File: src/rtl/spram_port_arbiter.sv
// Shares one single-port RAM between requesters A and B: round-robin arbitration with bounded lock bursts.
// Latency: grant and RAM drive are combinational in the request cycle; read data is valid one cycle later.
// Backpressure: the request is held off by a deasserted x_gnt; read responses cannot be stalled.
//
// Ports:
//   clk, rst_n                    clock, asynchronous active-low reset
//   x_req/x_we/x_addr/x_wdata     per-requester beat (x = a, b): read or write
//   x_lock                        keep ownership after this beat (bounded by MAX_HOLD)
//   x_gnt                         beat accepted this cycle
//   x_rvalid                      rdata carries x's read result this cycle
//   rdata                         shared read data (pass-through of ram_out)
//   ram_we/ram_addr/ram_data      RAM drive, zero when nobody is granted
//   ram_out                       registered RAM output, valid one cycle after addr
module spram_port_arbiter #(
    parameter int AW       = 4,
    parameter int DW       = 32,
    parameter int MAX_HOLD = 4
) (
    input  logic          clk,
    input  logic          rst_n,
    input  logic          a_req,
    input  logic          a_we,
    input  logic [AW-1:0] a_addr,
    input  logic [DW-1:0] a_wdata,
    input  logic          a_lock,
    output logic          a_gnt,
    output logic          a_rvalid,
    input  logic          b_req,
    input  logic          b_we,
    input  logic [AW-1:0] b_addr,
    input  logic [DW-1:0] b_wdata,
    input  logic          b_lock,
    output logic          b_gnt,
    output logic          b_rvalid,
    output logic [DW-1:0] rdata,
    output logic          ram_we,
    output logic [AW-1:0] ram_addr,
    output logic [DW-1:0] ram_data,
    input  logic [DW-1:0] ram_out
);

    localparam int            HW       = $clog2(MAX_HOLD + 1);
    localparam logic [HW-1:0] HOLD_MAX = HW'(MAX_HOLD);
    localparam logic [HW-1:0] HOLD_ONE = HW'(1);

    typedef enum logic [1:0] {
        IDLE  = 2'd0,
        OWN_A = 2'd1,
        OWN_B = 2'd2
    } state_t;

    state_t        state;
    state_t        state_nxt;
    logic          last_b;      // 1: B won the most recent beat
    logic [HW-1:0] hold_cnt;    // beats granted to the current locked owner
    logic [HW-1:0] hold_nxt;
    logic [HW-1:0] hold_inc;
    logic          rr_a;
    logic          rr_b;
    logic          sel_a;
    logic          sel_b;

    // Plain round-robin pick, used when nobody owns the port (or the owner
    // went quiet, which releases it without a dead cycle).
    assign rr_a = a_req && (!b_req || last_b);
    assign rr_b = b_req && !rr_a;

    assign hold_inc = (hold_cnt == HOLD_MAX) ? hold_cnt : hold_cnt + 1'b1;

    always_comb begin
        sel_a = 1'b0;
        sel_b = 1'b0;
        case (state)
            OWN_A: begin
                if (a_req) begin
                    // Owner keeps the port until its budget is spent, and
                    // beyond that only while the other side stays idle.
                    if (hold_cnt < HOLD_MAX || !b_req) sel_a = 1'b1;
                    else                               sel_b = 1'b1;
                end else begin
                    sel_b = b_req;
                end
            end
            OWN_B: begin
                if (b_req) begin
                    if (hold_cnt < HOLD_MAX || !a_req) sel_b = 1'b1;
                    else                               sel_a = 1'b1;
                end else begin
                    sel_a = a_req;
                end
            end
            default: begin
                sel_a = rr_a;
                sel_b = rr_b;
            end
        endcase
    end

    // Ownership follows the lock bit of whichever beat was accepted; a
    // beat without lock (or no beat at all) always returns to IDLE.
    always_comb begin
        state_nxt = IDLE;
        hold_nxt  = '0;
        if (sel_a && a_lock) begin
            state_nxt = OWN_A;
            hold_nxt  = (state == OWN_A) ? hold_inc : HOLD_ONE;
        end else if (sel_b && b_lock) begin
            state_nxt = OWN_B;
            hold_nxt  = (state == OWN_B) ? hold_inc : HOLD_ONE;
        end
    end

    // Grants are suppressed while reset is held so the RAM sees no beat.
    assign a_gnt = sel_a & rst_n;
    assign b_gnt = sel_b & rst_n;

    assign ram_we   = (a_gnt & a_we) | (b_gnt & b_we);
    assign ram_addr = a_gnt ? a_addr  : (b_gnt ? b_addr  : '0);
    assign ram_data = a_gnt ? a_wdata : (b_gnt ? b_wdata : '0);
    assign rdata    = ram_out;

    always_ff @(posedge clk or negedge rst_n) begin
        if (!rst_n) begin
            state    <= IDLE;
            last_b   <= 1'b1;
            hold_cnt <= '0;
            a_rvalid <= 1'b0;
            b_rvalid <= 1'b0;
        end else begin
            state    <= state_nxt;
            hold_cnt <= hold_nxt;
            if (a_gnt)      last_b <= 1'b0;
            else if (b_gnt) last_b <= 1'b1;
            a_rvalid <= a_gnt & ~a_we;
            b_rvalid <= b_gnt & ~b_we;
        end
    end

endmodule
File: config.mk
export PLATFORM = sky130hd
export DESIGN_NAME = spram_port_arbiter
export DESIGN_NICKNAME = d
export VERILOG_FILES = /design/src/rtl/spram_port_arbiter.sv
export SDC_FILE = /design/constraint.sdc
export NUM_CORES = 1
export LEC_CHECK = 0
export ABC_AREA = 1
export BUFFER_PORTS_ARGS = -buffer_cell sky130_fd_sc_hd__buf_2
export CAP_MARGIN = 20
export CORE_AREA = 2 2 72 74
export CTS_BUF_LIST = sky130_fd_sc_hd__clkbuf_4
export DETAILED_ROUTE_END_ITERATION = 10
export DIE_AREA = 0 0 74 76
export GPL_TIMING_DRIVEN = 0
export PLACE_DENSITY = 0.76
export SLEW_MARGIN = 5
export SYNTH_ARGS = -nofsm -noshare
export SYNTH_HDL_FRONTEND = slang
export SYNTH_SLANG_ARGS = --single-unit
File: constraint.sdc
create_clock -name clk -period 2.65 [get_ports clk]
set_input_delay 0.265 -clock clk [delete_from_list [all_inputs] [get_ports clk]]
set_output_delay 0.265 -clock clk [all_outputs]
set_load 0.005 [all_outputs]
Word level (Yosys, flattened, before mapping)
Index checks and enable logic that the tools add are counted.
{"block": "totals", "regBits": 8, "inputBits": 112, "output_inout_bits": 73, "word_cells": 53}
{"block": "classes", "addsub": 1, "order_cmp": 1, "eq_ne": 3, "mux": 23, "bitwise_logic": 9, "n_reduce_logical": 11}
{"operator": "$mux 32", "count": 2}
{"operator": "$mux 3", "count": 5}
{"operator": "$mux 1", "count": 10}
{"operator": "$mux 4", "count": 2}
{"operator": "$and 1x1->1", "count": 6}
{"operator": "$logic_and 1x1->1", "count": 4}
{"operator": "$mux 2", "count": 2}
{"operator": "$pmux 1 s2", "count": 2}
{"operator": "$add 3x1->3 const B", "count": 1}
{"operator": "$eq 3x3->1 const B", "count": 1}
{"operator": "$logic_not 1->1", "count": 3}
{"operator": "$logic_or 1x1->1", "count": 3}
{"operator": "$lt 3x3->1 const B", "count": 1}
{"operator": "$eq 2x1->1 const B", "count": 1}
{"operator": "$eq 2x2->1 const B", "count": 1}
{"operator": "$not 1->1", "count": 2}
{"operator": "$reduce_bool 2->1", "count": 1}
{"operator": "$or 1x1->1", "count": 1}

Longest topological paths before layout
Gate-level depths: netlist of run 1.
{"block": "depth", "depth_word": 9, "depth_mapped": 11, "depth_no_buf": 11}

Worst setup path before layout of run 1
Ideal clock, no wire load.
{"block": "synth_timing", "kind": "register to output", "start": "reg state[1]", "end": "out ram_data[10]", "arrival_ps": 1416, "t_required_ps": 2385, "slack_ps": 969, "path_stages_with_launch": 10, "path_buffers": 2, "cell_sequence": "dfrtp_1 ha_1 inv_1 nand2_1 inv_1 nand2_2 buf_6 buf_2 nand4_1 o21ai_1"}
{"block": "synth_via", "elab_chain_cells": 5, "word_cells_on_any_way": 8, "classes_between": "2 x eq/ne; 4 x mux; 2 x bitwise"}
{"item": "from (decl)", "line_no": "52", "source": "state_t state;"}
{"item": "from (signal assigned)", "line_no": "130", "source": "state <= state_nxt;"}
{"item": "$eq 2x2->1 / $eq 2x1->1 (equally long branches)", "line_no": "73", "source": "case (state)"}
{"item": "$pmux 1 s2", "line_no": "73"}
{"item": "$and 1x1->1", "line_no": "115", "source": "assign b_gnt = sel_b & rst_n;"}
{"item": "$mux 32", "line_no": "119", "source": "assign ram_data = a_gnt ? a_wdata : (b_gnt ? b_wdata : '0);"}
{"item": "$mux 32 (*)", "line_no": "119"}
{"item": "to (decl)", "line_no": "38", "source": "output logic [DW-1:0] ram_data,"}
Every way passes the cells marked *; elsewhere a longest branch is shown, timed or not.

Final worst setup path of run 1
{"block": "layout_timing", "start": "in rst_n", "end": "out ram_data[14]"}
{"block": "layout_via", "elab_chain_cells": 3, "word_cells_on_any_way": 4, "classes_between": "2 x mux; 2 x bitwise"}
{"item": "from (decl)", "line_no": "20", "source": "input logic rst_n,"}
{"item": "$and 1x1->1", "line_no": "115"}
{"item": "$mux 32", "line_no": "119"}
{"item": "$mux 32 (*)", "line_no": "119"}
Marks and branches as above.

==> metrics.yaml, run 1 <==
status: "completed"
crit_type: "in -> out"
final_cell_mix: "buf_2 (156), nand2_1 (63), buf_4 (38)"
path_max_fanout: 10
crit_top_cell: "buf_2"
grt_usage_pct: 18.7
cp_data_required_time_ps: 2380
die_x_um: 74
worst-path-buf-inv: 5
min_period_ps: 2370
grt_pass1_wl_um: 8600
cts_tree: "yes"
worstSkewPairLatency_ps: 250
synth_area_per_cell_sq_um: 6.32
synth-seq-cells: 8
clock_skew_ps: 7.46
final.setup.tns_ps: 0
maxSlewViolCount: 0
layout_commonest_cell: "buf_2"
antenna_left: 0
vdd_ir_drop_max_uv: 281
die_area_sq_mm: 0.00562
finalSetupViolations: 0
synthToLayoutAreaGrowth_pct: 58.1
ys_warn_count: 0
endpoint_kind: "output pin"
num_vias: 2162
placeableCoreArea_sq_mm: 0.00491
worstPathCellList: "dlygate4sd3_1, buf_2, clkbuf_2, clkbuf_1, nand4_1, o21ai_1, buf_2"
drc_errors: 0
clk_pin_slew_ps: 60
p_leak_uw: 0.00146
io_buffers: 152
h-tree-depth: 1
ios: 185
initialDrtViolationCount: 51
fill_cells: 505
cp_slowest_stage_delay_ps: 520
antenna_cells: 0
overflow: 0
cts_buffer_depth: 2
rsz0062_at_grt: "no"
fmaxAchievable_mhz: 423
grt_pass1_vias: 1999
cts.sink_count: 8
globalplace.congestion: 0.860
layout.nets: 517
start_util_pct: 31.2
finalHoldViolations: 0
netlist_area_sq_mm: 0.00153
critPathTopFamily: "buffers and inverters"
hold_path_class: "in -> reg"
synth-seq-area-share_pct: 13.2
routed_wirelength_um: 5570
num_rows: 26
antenna_found_initial: 0
synth_cell_types: 23
dp_hpwl_um: 4620
synthCells: 242
cellPowerDensity_mw_per_mm2: 719
layout-drive-gt1-share_pct: 55.6
die_h_um: 76
syn_nets: 359
worstSetupStartpointType: "input pin"
fin_total_pwr_uw: 1740
fin_crit_sh_pct: 89.3
cts_made_buffers: 3
tightest_slew_ps: 422
arrival_ps: 2100
drv_cap: 0
viasPerCell: 4.61
wl_per_cell_um: 11.9
root_buffer: "clkbuf_4"
grt_max_degree: 11
relSlewSlack_pct: 71.9
crit_path_top_delay_cell: "dlygate4sd3_1"
firstDrtPassIters: 4
-- what timing repair did --
item,4_1_cts,5_1_grt
setup buffers,0,0
endpoints found under the setup margin,0,28
hold buffers,1,0
endpoints found under the hold margin,7,0
gates resized for setup,0,2
-- layout make-up --
class | count | area, sq um | share of cell area [%]
multi-input cells | 163 | 883 | 36.5
repair buffers | 153 | 771 | 31.9
plain buffers | 51 | 372 | 15.4
flip-flops and latches | 8 | 201 | 8.32
well taps | 70 | 87.6 | 3.62
inverters | 20 | 75.1 | 3.10
clock buffers | 4 | 30.0 | 1.24
-- cells in the mapped netlist --
library cell	n	share of area [%]
buf_6	2	1.5
inv_2	2	0.49
nand2_1	63	15
nand4_1	36	15
ha_1	5	4.1
nand2_4	1	0.74
buf_2	4	1.3
nor2_1	7	1.7
o21ai_2	10	5.7
inv_1	18	4.4
nand3_2	3	2.0
dfstp_2	1	1.7
xor2_1	1	0.57
o21ai_0	7	2.3
nand2_2	2	0.82
buf_4	38	19
o211ai_1	1	0.49
clkbuf_1	6	1.5
buf_12	1	1.3
dfrtp_1	7	11
nand3_1	5	1.6
o21ai_1	21	6.9
nor3_2	1	0.65
-- through the flow --
step	std cells	hold slack, ps	area (sq um)	worst slack [ps]	utilization [%]
3_3_place_gp	464	130	2380	641	48.4
2_1_floorplan	242	-30.6	1530	969	-
6_report	469	178	2420	284	49.3
5_1_grt	469	171	2420	56.8	49.3
4_1_cts	469	168	2420	61.7	49.2
3_5_place_dp	464	133	2380	622	48.4
-- final timing paths --
kind / slack [ps] / cells past startpoint / endpoint / start
worst max-delay path: 280 / 7 / ram_data[14] / rst_n
worst min-delay path: 180 / 2 / a_rvalid / a_we
worst max register to register: 1040 / 8 / hold_cnt[1] / state[0]
worst min register to register: 560 / 4 / last_b / last_b
max in group asynchronous: 1990 / 2 / last_b / rst_n
min in group asynchronous: 410 / 2 / b_rvalid / rst_n
-- kinds of logic after synthesis --
| group | synth area share, % |
|---|---|
| fa+ha+maj | 4.09 |
| flops | 13.2 |
| simple gates | 37.7 |
| buf+inv | 29.1 |
| xor+xnor | 0.572 |
| compound gates | 15.4 |
-- where the power goes --
| part | internal, uW | switching, uW |
|---|---|---|
| registers | 163 | 20.3 |
| clock network | 67.8 | 40.8 |
| logic | 604 | 843 |
| total | 835 | 904 |
-- sequential cells by signal, summed over array words and instances, names as in the netlist --
name / count
b_rvalid: 1
hold_cnt: 3
last_b: 1
state: 2
a_rvalid: 1
-- layer usage --
metal / GRT usage (%) / share of wire [%]
met5: 0 / 0
met2: 37.5 / 53
met3: 1.46 / 10
met1: 20.4 / 37
met4: 3.45 / 0.34
Power figures use the tool's default switching activity.
==> inputs of run 2 (changes only) <==
==> constraint.sdc (replaced) <==
create_clock -name clk -period 2.65 [get_ports clk]
set_input_delay 0 -clock clk [delete_from_list [all_inputs] [get_ports clk]]
set_output_delay 0 -clock clk [all_outputs]
set_load 0.005 [all_outputs]
==> run 2 against run 1 <==
Effect of this change: worst setup slack better by 360 ps; critical path type unchanged; maximum frequency up 18%; sequential cell count unchanged.
==> metrics.yaml, run 2 (synthesized netlist as in run 1, its figures left out) <==
status: "completed"
die_h_um: 76  # unchanged
antenna_left: 0  # unchanged
cts_made_buffers: 3  # unchanged
instances_no_fill: 471  # +0.43%
clock_skew_ps: 7.47  # +0.00397 ps
clk_pin_slew_ps: 50  # about the same
grt_pass1_vias: 2006  # +0.35%
fin_crit_sh_pct: 75.7  # -14 points
h-tree-depth: 1  # unchanged
endpoint_kind: "output pin"
cts.sink_count: 8  # unchanged
grt_max_degree: 11  # unchanged
layout-drive-gt1-share_pct: 55.1  # -0.53 points
top_register: "hold_cnt"
relSlewSlack_pct: 64.2  # -7.6 points
num_vias: 2171  # +0.42%
final_area_sq_mm: 0.00244  # +0.78%
holdWs_ps: 21.0  # -157 ps
fmaxAchievable_mhz: 498  # +18%
crit_start: "rst_n"
crit_end: "ram_data[14]"
final_cell_mix: "buf_2 (156), nand2_1 (63), buf_4 (38)"
globalplace.congestion: 0.860  # unchanged
wl_per_cell_um: 11.9  # about the same
viasPerCell: 4.61  # about the same
antenna_found_initial: 0  # unchanged
die_x_um: 74  # unchanged
start_util_pct: 31.2  # unchanged
final.setup.tns_ps: 0  # unchanged
grt_pass1_wl_um: 8700  # +1.1%
fin_ws_ps: 644  # +359 ps
reg2regPathDepth: 8  # unchanged
overflow: 0  # unchanged
worstReg2RegStart: "state[0]"
die_area_sq_mm: 0.00562  # unchanged
p_leak_uw: 0.00146  # +0.37%
dpl_cell_area_sq_mm: 0.00238  # unchanged
firstDrtPassIters: 5  # +1
tightest_slew_ps: 536  # +114 ps
placeableCoreArea_sq_mm: 0.00491  # unchanged
maxSlewViolCount: 0  # unchanged
drv_cap: 0  # unchanged
hold_depth: 3  # +1
worstSkewPairLatency_ps: 250  # about the same
rr_endpoint: "hold_cnt[1]"
root_buffer: "clkbuf_4"
routed_wirelength_um: 5600  # +0.50%
min_period_ps: 2010  # -359 ps
crit_path_top_delay_cell: "dlygate4sd3_1"
ios: 185  # unchanged
reg_top3: "hold_cnt: 3 flops, state: 2 flops"
cellPowerDensity_mw_per_mm2: 714  # -0.68%
layout_commonest_cell: "buf_2"
io_buffers: 152  # unchanged
antenna_cells: 0  # unchanged
cts_setup_buffers: 0  # unchanged
rsz0062_at_grt: "no"
critPathTopFamily: "buffers and inverters"
worst-path-buf-inv: 5  # unchanged
reg2reg_slack_ps: 1040  # about the same
cts_buffer_depth: 2  # unchanged
pre_cts_slack_ps: 937  # +315 ps
crit_type: "in -> out"
dp_hpwl_um: 4620  # unchanged
num_rows: 26  # unchanged
drc_errors: 0  # unchanged
cp_data_required_time_ps: 2650  # +270 ps
path_max_fanout: 10  # unchanged
finalHoldViolations: 0  # unchanged
worstSetupStartpointType: "input pin"
initialDrtViolationCount: 46  # -9.8%
grt_usage_pct: 18.9  # +0.24 points
cp_slowest_stage_delay_ps: 520  # about the same
synthToLayoutAreaGrowth_pct: 59.4
layout.nets: 519  # +0.39%
finalSetupViolations: 0  # unchanged
arrival_ps: 2010  # -90 ps
vdd_ir_drop_max_uv: 281  # about the same
cts_tree: "yes"
largest_reg_flops: 3  # unchanged
hold_path_class: "in -> reg"
crit_cells: 7  # unchanged
worstPathCellList: "dlygate4sd3_1, buf_2, clkbuf_1, clkbuf_1, nand4_1, o21ai_1, buf_2"
dp_cells: 464  # unchanged
==> run 2: power breakdown <==
| part | total [uW] | switching [uW] | leakage [uW] | internal, uW |
|---|---|---|---|---|
| clock | 108 | 40.7 | 0.0000184 | 67.8 |
| sequential | 184 | 20.3 | 0.000105 | 163 |
| combinational | 1450 | 843 | 0.00134 | 605 |
| total | 1740 | 904 | 0.00146 | 836 |
==> run 2: how the worst min path moves through the flow <==
stage,to,startpoint
2_1_floorplan,a_rvalid,rst_n
3_3_place_gp,a_rvalid,rst_n
4_1_cts,state[1],b_lock
5_1_grt,state[1],b_lock
6_report,state[1],b_lock
3_5_place_dp,b_rvalid,rst_n
==> run 2: cell type report <==
| class | instances | area (sq um) |
|---|---|---|
| sequential | 8 | 201 |
| tap | 70 | 87.6 |
| buffer | 51 | 370 |
| clock buffer | 4 | 30.0 |
| inverter | 20 | 75.1 |
| fill | 500 | 2470 |
| multi-input combinational | 163 | 883 |
| timing repair buffer | 155 | 791 |
==> run 2: layer usage <==
layer	up-vias	share of wire [%]	track usage (%)
met5	-	0	0
met4	0	0.34	3.45
met3	2	9.9	1.72
met2	120	53	37.9
met1	950	37	20.6
li1	1099	-	-
==> run 2: per-stage QoR <==
step	util [%]	power, uW
6_report	49.6	1740
5_1_grt	49.6	1930
4_1_cts	49.6	1760
3_5_place_dp	48.4	1640
3_3_place_gp	48.4	1620
2_1_floorplan	-	1140
==> run 2: tightest hold or removal path, delay by kind of cell <==
| family | cells | cell delay, ps |
|---|---|---|
| simple gates | 1 | 50 |
| buf+inv | 2 | 180 |
==> run 2: what timing repair did <==
action | CTS | global route
hold endpoints to repair | 10 | 0
setup endpoints to repair | 0 | 0
hold buffers | 3 | 0
resized for setup | 0 | 0
==> inputs of run 3 (changes only) <==
Settings changed: CORE_AREA 2 2 72 74 to not set, CORE_MARGIN set to 2, CORE_UTILIZATION set to 31, DIE_AREA 0 0 74 76 to not set, PLACE_DENSITY 0.76 to 0.78.
Clock period 2.65 ns to 1.8 ns, I/O delays scaled along.
==> run 3 against run 2 <==
Effect of this change: register-to-register slack got worse by 910 ps; total power rose by 99%; critical path depth rose by 3; the run now ends with hold timing, setup timing left; highest routed layer unchanged; core utilization rose by 8.6 points; sequential power rose by 52%; global-route usage rose by 1.3 points; first-iteration DRC count rose by 85%.
==> metrics.yaml, run 3 (synthesized netlist as in run 1, its figures left out) <==
h-tree-depth: 1  # unchanged
rsz0062_at_grt: "yes"
fmaxAchievable_mhz: 540
tightest_slew_ps: 551  # +14.8 ps
io_buffers: 152  # unchanged
antenna_found_initial: 0  # unchanged
violations: "hold timing, setup timing"
firstDrtPassIters: 4  # -1
critPathTopFamily: "buffers and inverters"
synthToLayoutAreaGrowth_pct: 80.9
hold_path_class: "in -> async"
globalplace.congestion: 0.889  # +3.3%
crit_type: "reg -> out"
holdWs_ps: -396  # -417 ps
largest_reg_flops: 3  # unchanged
arrival_ps: 1850  # -160 ps
cp_slowest_stage_delay_ps: 440  # -80 ps
rr_endpoint: "hold_cnt[2]"
cts_made_buffers: 3  # unchanged
maxSlewViolCount: 0  # unchanged
wl_per_cell_um: 13.2  # +11%
worstPathCellList: "ha_4, inv_2, nand2_2, inv_2, nand2_4, buf_12, buf_6, nand4_1, o21ai_1, buf_2"
layout_commonest_cell: "buf_2"
ios: 185  # unchanged
cts.sink_count: 8  # unchanged
p_leak_uw: 0.00160  # +9.4%
antenna_cells: 0  # unchanged
drc_errors: 0  # unchanged
grt_pass1_wl_um: 8840  # +1.6%
grt_pass1_vias: 2012  # +0.30%
placeableCoreArea_sq_mm: 0.00475  # -3.2%
grt_max_degree: 11  # unchanged
antenna_left: 0  # unchanged
final_cell_mix: "buf_2 (153), nand2_1 (61), buf_4 (45)"
min_period_ps: 1850
root_buffer: "clkbuf_4"
finalSetupViolations: 31  # +31
reg2regPathDepth: 12  # +4
path_max_fanout: 7  # -3
die_x_um: 74.3  # +0.34%
layout.nets: 537  # +3.5%
cp_data_required_time_ps: 1800  # -850 ps
overflow: 0  # unchanged
top_usage_layer: "met2"
fill_cells: 465  # -7.0%
num_rows: 25  # -3.8%
cellPowerDensity_mw_per_mm2: 1250  # +76%
clk_pin_slew_ps: 60  # about the same
dpl_cell_area_sq_mm: 0.00237  # -0.16%
relSlewSlack_pct: 63.3  # -0.99 points
routed_wirelength_um: 6420  # +15%
die_h_um: 74.3  # -2.3%
grt_use_met1_pct: 23.7  # +3.1 points
grtUsageMet3_pct: 1.08  # -0.64 points
worst-path-buf-inv: 5  # unchanged
status: "complete, but fails checks"
vdd_ir_drop_max_uv: 581  # +110%
viasPerCell: 4.77  # +3.4%
fin_ws_ps: -52.1  # -696 ps
hold_buffers: 2  # -1
grt_usage_pct: 20.2  # +1.3 points
final.setup.tns_ps: -570  # -570 ps
reg_top3: "hold_cnt: 3 flops, state: 2 flops"
reg2reg_slack_ps: 130  # -910 ps
grt_use_met2_pct: 40.3  # +2.3 points
finalHoldViolations: 8  # +8
crit_top_cell: "inv_2"
num_vias: 2317  # +6.7%
die_area_sq_mm: 0.00551  # -2.0%
initialDrtViolationCount: 85  # +85%
worstSetupStartpointType: "flip-flop"
fin_crit_sh_pct: 103
crit_cells: 10  # +3
crit_start: "state[1]"
cts_buffer_depth: 2  # unchanged
crit_path_top_delay_cell: "dfrtp_2"
cts_tree: "yes"
top_register: "hold_cnt"
worstReg2RegStart: "state[0]"
crit_end: "ram_data[10]"
endpoint_kind: "output pin"
worstSkewPairLatency_ps: 250  # about the same
final_area_sq_mm: 0.00277  # +13%
clock_skew_ps: 9.77  # +2.30 ps
dp_hpwl_um: 4640  # +0.35%
start_util_pct: 32.2  # +1.0 points
drv_cap: 0  # unchanged
layout-drive-gt1-share_pct: 62.1  # +6.9 points
==> run 3: changes by cell type in the layout (fill, tap and decap cells not counted), moves of 5 or more <==
cell and delta:
inv_1 -6, buf_4 +7, inv_2 +5, o21ai_2 +5, buf_6 +12, o21ai_0 -6
==> run 3: stage by stage <==
step	instances	utilization [%]	hold slack, ps	worst slack [ps]	power (uW)
6_report	486	58.2	-396	-52.1	3470
3_5_place_dp	461	49.9	-129	96.1	2420
3_3_place_gp	461	49.9	-134	109	2390
5_1_grt	486	58.2	-387	-174	3760
2_1_floorplan	242	-	-296	354	1680
4_1_cts	485	57.4	-396	-44.6	3390
==> run 3: final cells by class <==
class / instances / area (sq um) / share of cell area (%)
Inverter: 20 / 77.6 / 2.80
Multi-Input combinational cell: 164 / 985 / 35.6
Tap cell: 67 / 83.8 / 3.03
Clock buffer: 4 / 30.0 / 1.08
Sequential cell: 8 / 203 / 7.32
Buffer: 51 / 418 / 15.1
Timing Repair Buffer: 172 / 971 / 35.1
==> run 3: layer usage <==
layer | wire, um | part of all wire [%]
met5 | 0 | 0
met1 | 2440 | 38
met4 | 21 | 0.33
met2 | 3470 | 54
met3 | 495 | 7.7
==> run 3: worst min-delay path by stage <==
stage	slack [ps]	to	start	cells past startpoint
4_1_cts	-400	b_rvalid	rst_n	1
6_report	-400	b_rvalid	rst_n	1
5_1_grt	-390	b_rvalid	rst_n	1
2_1_floorplan	-300	a_rvalid	rst_n	0
3_3_place_gp	-130	hold_cnt[1]	rst_n	1
3_5_place_dp	-130	b_rvalid	rst_n	1
==> run 3: what timing repair did <==
action | CTS | global route
buffers inserted | 9 | 2
pin swaps | 17 | 9
gates cloned | 9 | 0
resized for setup | 52 | 10
endpoints found under the hold margin | 10 | 8
endpoints found under the setup margin | 37 | 38
==> run 3: report_power, final <==
| group | switching, uW | internal, uW |
|---|---|---|
| Clock | 59.6 | 99.7 |
| Sequential | 37.1 | 242 |
| Combinational | 1560 | 1470 |
| Total | 1660 | 1810 |
